File: src/rtl/multicycle_control.sv
// Main control FSM for the multicycle RISC_PROC datapath: sequences FETCH/DECODE/EXEC/MEM/WB,
// drives datapath enables and ALU op codes, and counts retired instructions.
module multicycle_control (
  input  logic        clk,
  input  logic        rst_n,
  input  logic [3:0]  opcode,
  input  logic        memReady,
  input  logic        zero,
  output logic [2:0]  aluOp,
  output logic        aluSrcA,
  output logic [1:0]  aluSrcB,
  output logic        pcWrite,
  output logic [1:0]  pcSrc,
  output logic        irWrite,
  output logic        memRead,
  output logic        memWrite,
  output logic        iOrD,
  output logic        regWrite,
  output logic        memToReg,
  output logic        halted,
  output logic        illegalOp,
  output logic [15:0] retired
);

  typedef enum logic [2:0] {
    S_FETCH  = 3'd0,
    S_DECODE = 3'd1,
    S_EXEC   = 3'd2,
    S_MEM    = 3'd3,
    S_WB     = 3'd4,
    S_HALT   = 3'd5
  } state_t;

  localparam logic [3:0] OP_RTYPE = 4'h0;
  localparam logic [3:0] OP_SHIFT = 4'h1;
  localparam logic [3:0] OP_ADDI  = 4'h2;
  localparam logic [3:0] OP_LW    = 4'h3;
  localparam logic [3:0] OP_SW    = 4'h4;
  localparam logic [3:0] OP_BEQ   = 4'h5;
  localparam logic [3:0] OP_LI    = 4'h6;
  localparam logic [3:0] OP_JMP   = 4'h7;
  localparam logic [3:0] OP_HALT  = 4'hF;

  state_t      state;
  state_t      next_state;
  logic [3:0]  op_reg;
  logic [15:0] retired_cnt;
  logic        retire;
  logic        ready;

  // Opcodes that continue from DECODE into EXEC.
  function automatic logic goes_to_exec(input logic [3:0] op);
    case (op)
      OP_RTYPE, OP_SHIFT, OP_ADDI, OP_LW,
      OP_SW, OP_BEQ, OP_LI:              goes_to_exec = 1'b1;
      default:                           goes_to_exec = 1'b0;
    endcase
  endfunction

  // Masking with rst_n keeps the outputs at the FETCH/not-ready decode while reset is held.
  assign ready   = memReady & rst_n;
  assign retired = retired_cnt;

  // State register.
  always_ff @(posedge clk or negedge rst_n) begin
    if (!rst_n) begin
      state <= S_FETCH;
    end else begin
      state <= next_state;
    end
  end

  // Instruction opcode capture on the completing fetch cycle.
  always_ff @(posedge clk or negedge rst_n) begin
    if (!rst_n) begin
      op_reg <= 4'h0;
    end else if ((state == S_FETCH) && ready) begin
      op_reg <= opcode;
    end else begin
      op_reg <= op_reg;
    end
  end

  // Retired-instruction counter, wraps naturally at 16 bits.
  always_ff @(posedge clk or negedge rst_n) begin
    if (!rst_n) begin
      retired_cnt <= 16'h0000;
    end else if (retire) begin
      retired_cnt <= retired_cnt + 16'h0001;
    end else begin
      retired_cnt <= retired_cnt;
    end
  end

  // Next-state, retire and datapath-control decode.
  always_comb begin
    next_state = state;
    retire     = 1'b0;
    aluOp      = 3'd0;
    aluSrcA    = 1'b0;
    aluSrcB    = 2'd0;
    pcWrite    = 1'b0;
    pcSrc      = 2'd0;
    irWrite    = 1'b0;
    memRead    = 1'b0;
    memWrite   = 1'b0;
    iOrD       = 1'b0;
    regWrite   = 1'b0;
    memToReg   = 1'b0;
    halted     = 1'b0;
    illegalOp  = 1'b0;

    case (state)
      S_FETCH: begin
        memRead = 1'b1;
        aluSrcB = 2'd1;
        if (ready) begin
          irWrite    = 1'b1;
          pcWrite    = 1'b1;
          next_state = S_DECODE;
        end else begin
          next_state = S_FETCH;
        end
      end

      S_DECODE: begin
        // PC + immediate is precomputed here as the branch target.
        aluSrcB = 2'd2;
        if (op_reg == OP_JMP) begin
          pcWrite    = 1'b1;
          pcSrc      = 2'd2;
          retire     = 1'b1;
          next_state = S_FETCH;
        end else if (op_reg == OP_HALT) begin
          retire     = 1'b1;
          next_state = S_HALT;
        end else if (goes_to_exec(op_reg)) begin
          next_state = S_EXEC;
        end else begin
          illegalOp  = 1'b1;
          next_state = S_FETCH;
        end
      end

      S_EXEC: begin
        aluSrcA = 1'b1;
        case (op_reg)
          OP_RTYPE: begin
            aluOp      = 3'd2;
            next_state = S_WB;
          end
          OP_SHIFT: begin
            aluOp      = 3'd3;
            next_state = S_WB;
          end
          OP_ADDI: begin
            aluSrcB    = 2'd2;
            next_state = S_WB;
          end
          OP_LW, OP_SW: begin
            aluSrcB    = 2'd2;
            next_state = S_MEM;
          end
          OP_LI: begin
            aluOp      = 3'd4;
            aluSrcB    = 2'd2;
            next_state = S_WB;
          end
          OP_BEQ: begin
            aluOp      = 3'd1;
            pcSrc      = 2'd1;
            pcWrite    = zero;
            retire     = 1'b1;
            next_state = S_FETCH;
          end
          default: begin
            next_state = S_FETCH;
          end
        endcase
      end

      S_MEM: begin
        iOrD = 1'b1;
        if (op_reg == OP_LW) begin
          memRead = 1'b1;
        end else begin
          memWrite = 1'b1;
        end
        if (ready) begin
          if (op_reg == OP_LW) begin
            next_state = S_WB;
          end else begin
            retire     = 1'b1;
            next_state = S_FETCH;
          end
        end else begin
          next_state = S_MEM;
        end
      end

      S_WB: begin
        regWrite   = 1'b1;
        memToReg   = (op_reg == OP_LW);
        retire     = 1'b1;
        next_state = S_FETCH;
      end

      S_HALT: begin
        halted     = 1'b1;
        next_state = S_HALT;
      end

      default: begin
        next_state = S_FETCH;
      end
    endcase
  end

endmodule

File: config.mk
export PLATFORM = sky130hd
export DESIGN_NAME = multicycle_control
export DESIGN_NICKNAME = d
export VERILOG_FILES = /design/src/rtl/multicycle_control.sv
export SDC_FILE = /design/constraint.sdc
export NUM_CORES = 1
export LEC_CHECK = 0
export CELL_PAD_IN_SITES_DETAIL_PLACEMENT = 1
export CELL_PAD_IN_SITES_GLOBAL_PLACEMENT = 1
export CORE_ASPECT_RATIO = 1.1
export CORE_MARGIN = 1.5
export CORE_UTILIZATION = 34
export CTS_CLUSTER_SIZE = 40
export DETAILED_ROUTE_END_ITERATION = 8
export PLACE_DENSITY = 0.78
export SLEW_MARGIN = 25
export SYNTH_ARGS = -nofsm -noshare
export SYNTH_HDL_FRONTEND = slang
export SYNTH_SLANG_ARGS = --single-unit
File: constraint.sdc
create_clock -name clk -period 2.4 [get_ports clk]
set_input_delay 0.24 -clock clk [delete_from_list [all_inputs] [get_ports clk]]
set_output_delay 0.24 -clock clk [all_outputs]
set_load 0.03 [all_outputs]
==> results of run 1 <==
layout by cell type, fill, tap and decap left out, types with 2 or more instances in the layout:
cell / instances
and3_1: 5
clkdlybuf4s50_1: 32
xor2_1: 14
dlymetal6s2s_1: 2
a21oi_1: 3
buf_4: 11
nand4_1: 4
or3b_2: 2
a311oi_1: 7
nand2_1: 10
dlygate4sd2_1: 3
clkbuf_8: 3
and2_1: 2
o21ai_0: 3
and3b_1: 2
nor3b_2: 2
dfrtp_1: 22
a31oi_1: 6
and4_1: 2
mux2_2: 4
inv_1: 4
nand3_1: 8
nor3b_1: 3
final cells by class:
cell class / instances / area [µm²]
sequential: 23 / 577
tap: 50 / 62.6
clock inverter: 1 / 5.00
multi-input combinational: 95 / 716
fill: 445 / 1810
timing repair buffer: 48 / 454
inverter: 4 / 15.0
clock buffer: 3 / 41.3
worst max-delay path by stage:
stage | from | slack, ps | to
after global placement | state[2] | 80 | aluOp[2]
after global routing | op_reg[2] | 10 | memRead
after CTS | state[2] | 0.9 | pcSrc[1]
final | op_reg[3] | 40 | memRead
after detailed placement | op_reg[2] | 90 | retired[1]
after floorplan | state[2] | 10 | aluOp[2]
cell families after synthesis:
family,Yosys count,share of synthesized area
and+or+nand+nor,51,0.240
AOI/OAI and AO/OA,24,0.132
DFF,23,0.437
xor gates and xnor gates,15,0.0997
buffers and inverters,14,0.0475
muxes,4,0.0342
adders and majority gates,1,0.00950
power breakdown:
part | switching (mW) | internal, mW | leakage (nW) | total (mW)
Combinational | 0.814 | 0.632 | 0.485 | 1.45
Sequential | 0.219 | 0.549 | 0.246 | 0.768
Clock | 0.125 | 0.116 | 0.0255 | 0.241
Total | 1.16 | 1.30 | 0.756 | 2.46
worst max-delay path, cell delays in order (launching register included):
cell and delay, ps:
dfrtp_1 400, buf_4 160, nor4bb_1 380, nand2_1 150, nand2b_1 100, clkdlybuf4s50_1 670
metal layers:
layer / part of all wire / vias to the layer above
met4: 0.0034 / 0
li1: - / 572
met2: 0.50 / 36
met1: 0.45 / 573
met5: 0 / -
met3: 0.047 / 2
timing repair:
| item | in CTS | in global routing |
|---|---|---|
| gates resized for setup | 6 | 4 |
| buffers inserted | 0 | 0 |
| setup endpoints to repair | 8 | 4 |
through the flow:
step / hold WS [ps] / std cells
floorplan: -55.6 / 132
global placement: 460 / 220
detailed placement: 485 / 220
CTS: 215 / 224
global route: 226 / 224
finish: 223 / 224
==> impl_metrics.yaml, run 1 <==
placement:
  pre_cts_slack_ps: 93.3
  place_congestion: 0.842
  port_buffers: 40
  dp_hpwl_um: 2680
  placed_cell_area_um2: 1800
power:
  cellPowerDensity_nw_per_um2: 1310
  p_leak_nw: 0.756
  ir_drop_v: 0.000868
  fin_total_pwr_mw: 2.46
floorplanning:
  rows: 23
  die_h_um: 68.3
  start_util: 0.358
  die_area_um2: 4260
  core_area_um2: 3680
  io_pins: 41
  fp.dieW_um: 62.4
cells_and_area:
  areaGrowthSynthToFinish_pct: 42.0
  largest_register_ff_count: 16
  drive_gt1_frac: 0.172
  fin_nets: 184
  utilization: 0.508
  fin_area_um2: 1870
  diodes: 0
synth:
  synth.area.top_cells: "dfrtp_1 (44%), xor2_1 (9.3%), a311oi_1 (4.7%)"
  yosysTopAreaCell: "dfrtp_1"
  syn_avg_cell_area_um2: 9.98
  ys_warn_count: 0
  synth_ff_type: "dfrtp_1"
  yosysUniqueCellTypes: 35
  synth_top_area_frac: 0.437
  synthCells: 132
  synth_nets: 141
  synthTopCellsByCount: "dfrtp_1 (23), xor2_1 (14), nand2_1 (10)"
  synth-edff-count: 0
  ys_seq_elements: 23
  syn_area_um2: 1320
  ys_seq_area_frac: 0.437
  async_flop_share: 1.00
  yosysMostFrequentCell: "dfrtp_1"
setup_path:
  cp_max_fo: 7
  worstReg2RegStart: "state[2]"
  reg2reg_depth: 5
  cp-start-kind: "register"
  r2r-end: "retired[2]"
  crit_path_end_kind: "output port"
  critPathArrivalTime_ps: 2120
  ff2ff_setup_slack_ps: 370
  critPathRequiredTime_ps: 2160
  path_class: "register to output port"
sta:
  tns_ps: 0
  fin_ws_ps: 44.3
  rsz0062_at_grt: "false"
  worstMarginPinSlew_ps: 646
  fmax_mhz: 424
  finalCriticalPeriod_ps: 2360
  fin_worst_skew_ps: 7.71
  hold_viol_final: 0
  setup_violations: 0
  fin_crit_sh: 0.982
  slew-limit-headroom: 0.569
  drv_slew: 0
min_path:
  hold_path.class: "input pin to async pin"
clocking:
  cts_buffer_depth: 2
  cts_hold_buf: 0
  htreeDepth: 1
  clk_latency_ps: 260
  cts-buffers-inserted: 3
  root_buffer: "clkbuf_8"
  tritoncts: "built"
  clock_sinks: 23
  clk_pin_slew_ps: 80
global_routing:
  top_usage_layer: "met2"
  grt_usage: 0.173
  antenna_found_initial: 0
  global_route.usage.met1: 0.205
  grt_pass1_wl_um: 5870
  overflow: 0
  grt.met3_usage: 0.0329
  use_met2: 0.322
  grt_max_degree: 22
  grt_pass1_vias: 1258
flow_run:
  maxCapViolCount: 0
detailed_routing:
  drt_wl_total_um: 3500
  drt_iter0_drc: 35
  via_per_inst: 5.28
  vias: 1183
  dr.pass1.iters: 4
  drc_errors: 0
  ant_nets: 0
  drt-wirelength-per-cell_um: 15.6
run_status:
  status: "complete, no violations"
(Power assumes the default switching activity.)
==> run 2, diff against run 1 <==
--- a/config.mk
+++ b/config.mk
@@ -5,14 +5,14 @@
 export SDC_FILE = /design/constraint.sdc
 export NUM_CORES = 1
 export LEC_CHECK = 0
+export CAP_MARGIN = 20
 export CELL_PAD_IN_SITES_DETAIL_PLACEMENT = 1
 export CELL_PAD_IN_SITES_GLOBAL_PLACEMENT = 1
-export CORE_ASPECT_RATIO = 1.1
 export CORE_MARGIN = 1.5
-export CORE_UTILIZATION = 34
+export CORE_UTILIZATION = 25
 export CTS_CLUSTER_SIZE = 40
 export DETAILED_ROUTE_END_ITERATION = 8
-export PLACE_DENSITY = 0.78
+export PLACE_DENSITY = 0.6
 export SLEW_MARGIN = 25
 export SYNTH_ARGS = -nofsm -noshare
 export SYNTH_HDL_FRONTEND = slang
==> run 2 against run 1 <==
Wire length grew 0.37%; cell count increased by 10%; die area is 34% higher; register-to-register slack worse by 70 ps; design area rose by 1.6%; core utilization down 14 points; power decreased by 0.71%; clock power about the same; first-iteration DRC count up 37%; combinational power about the same; hold slack improved by 36 ps; sequential power grew 1%.
==> impl_metrics.yaml, run 2 (same netlist as run 1, synthesis figures left out) <==
detailed_routing:
  drc_errors: 0
  via_per_inst: 4.86
  vias: 1200
  drt_iter0_drc: 48
  drt_wl_total_um: 3520
  drt-wirelength-per-cell_um: 14.2
  dr.pass1.iters: 4
  ant_nets: 0
cells_and_area:
  fill_cells: 586
  stdcell_count: 247
  areaGrowthSynthToFinish_pct: 44.3
  utilization: 0.372
  drive_gt1_frac: 0.175
  fin_nets: 187
  largest_register_ff_count: 16
  layout_commonest_cell: "clkdlybuf4s50_1"
  final_cell_mix: "clkdlybuf4s50_1 (31), dfrtp_1 (22), xor2_1 (14), buf_4 (14), nand2_1 (10)"
  diodes: 0
floorplanning:
  core_area_um2: 5110
  io_pins: 41
  fp.dieW_um: 75.6
  die_h_um: 75.6
  rows: 26
  die_area_um2: 5710
  start_util: 0.258
global_routing:
  grt_max_degree: 17
  overflow: 0
  grt_pass1_wl_um: 5800
  grt_pass1_vias: 1244
  antenna_found_initial: 0
  grt_usage: 0.132
clocking:
  cts_buffer_depth: 2
  root_buffer: "clkbuf_8"
  post_cts.repair.setup_buffers: 0
  clk_latency_ps: 260
  clk_pin_slew_ps: 80
  htreeDepth: 1
  tritoncts: "built"
  clock_sinks: 23
  cts_hold_buf: 0
  cts-buffers-inserted: 3
sta:
  fmax_mhz: 442
  fin_crit_sh: 0.943
  drv_slew: 0
  tns_ps: 0
  fin_worst_skew_ps: 5.78
  setup_violations: 0
  hold_viol_final: 0
  slew-limit-headroom: 0.747
  worstMarginPinSlew_ps: 378
  finalCriticalPeriod_ps: 2260
  rsz0062_at_grt: "false"
setup_path:
  path_buf_inv: 2
  crit_slowest_cell: "or4b_4"
  crit_path_end_kind: "output port"
  cp-start-kind: "register"
  critPathRequiredTime_ps: 2160
  path_class: "register to output port"
  cp_cell_sequence: "or4b_4, or3_1, inv_1, a211o_4, buf_4"
  cp_max_fo: 7
  path_delay_family: "simple AND/OR/NAND/NOR gates"
  crit_path_max_incr_delay_ps: 580
  critPathArrivalTime_ps: 2020
run_status:
  status: "complete, no violations"
power:
  fin_total_pwr_mw: 2.44
  p_leak_nw: 0.751
  ir_drop_v: 0.000576
  cellPowerDensity_nw_per_um2: 1280
placement:
  dp_hpwl_um: 2720
  port_buffers: 40
  placedCellCount: 243
  place_congestion: 0.842
min_path:
  hold_path.class: "input pin to async pin"
flow_run:
  maxCapViolCount: 0
run 2: cell types whose count changed in the layout (fill, tap and decap cells not counted), sizes merged:
cell and delta:
clkbuf +1, buf +3, clkdlybuf4s50 -1
run 2: worst paths after layout:
kind / start / end / slack, ps / depth (start not counted)
setup / recovery: state[2] / pcWrite / 140 / 5
hold / removal: rst_n / op_reg[0] / 260 / 1
setup reg to reg: state[2] / retired[8] / 300 / 5
hold reg to reg: retired[15] / retired[15] / 470 / 1
max in group asynchronous: rst_n / retired[2] / 1600 / 2
min in group clk: retired[15] / retired[15] / 470 / 1
run 2: per-stage QoR:
| step | cell area, µm² | hold WS [ps] | setup slack [ps] |
|---|---|---|---|
| 2_1_floorplan | 1330 | -55.6 | 11.2 |
| 3_3_place_gp | 1850 | 457 | 91.2 |
| 3_5_place_dp | 1850 | 456 | 74.8 |
| 4_1_cts | 1890 | 256 | 10.9 |
| 5_1_grt | 1900 | 267 | 36.1 |
| 6_report | 1900 | 259 | 136 |
run 2: what timing repair did:
action                                  4_1_cts  5_1_grt
endpoints found under the setup margin        5        4
endpoints found under the hold margin         0        0
resized for setup                             5        7
run 2: routing by layer:
| metal | vias to the layer above | wire length, µm | share of wire | track usage |
|---|---|---|---|---|
| met5 | - | 0 | 0 | 0 |
| met1 | 590 | 1640 | 0.47 | 0.170 |
| met4 | 0 | 11 | 0.0031 | 0.0119 |
| met3 | 2 | 138 | 0.039 | 0.0304 |
| li1 | 577 | - | - | - |
| met2 | 31 | 1730 | 0.49 | 0.234 |
run 2: worst register-to-register path: cells and delay by family (launching register included):
family	cells	cell delay, ps
simple gates	2	970
flops	1	390
compound gates	1	280
buf+inv	1	200
xor+xnor	1	190
run 2: cell type report:
class                           instances  area (µm²)  share of cell area
Multi-Input combinational cell         95         703               0.370
Sequential cell                        23         577               0.303
Timing Repair Buffer                   51         472               0.248
Tap cell                               70        87.6              0.0461
Clock buffer                            3        41.3              0.0217
Inverter                                4        15.0             0.00790
Clock inverter                          1        5.00             0.00263
run 2: where the power goes:
part	leakage, nW	internal [mW]	switching, mW
clock	0.0255	0.116	0.128
combinational	0.479	0.632	0.785
sequential	0.246	0.549	0.228
total	0.751	1.30	1.14
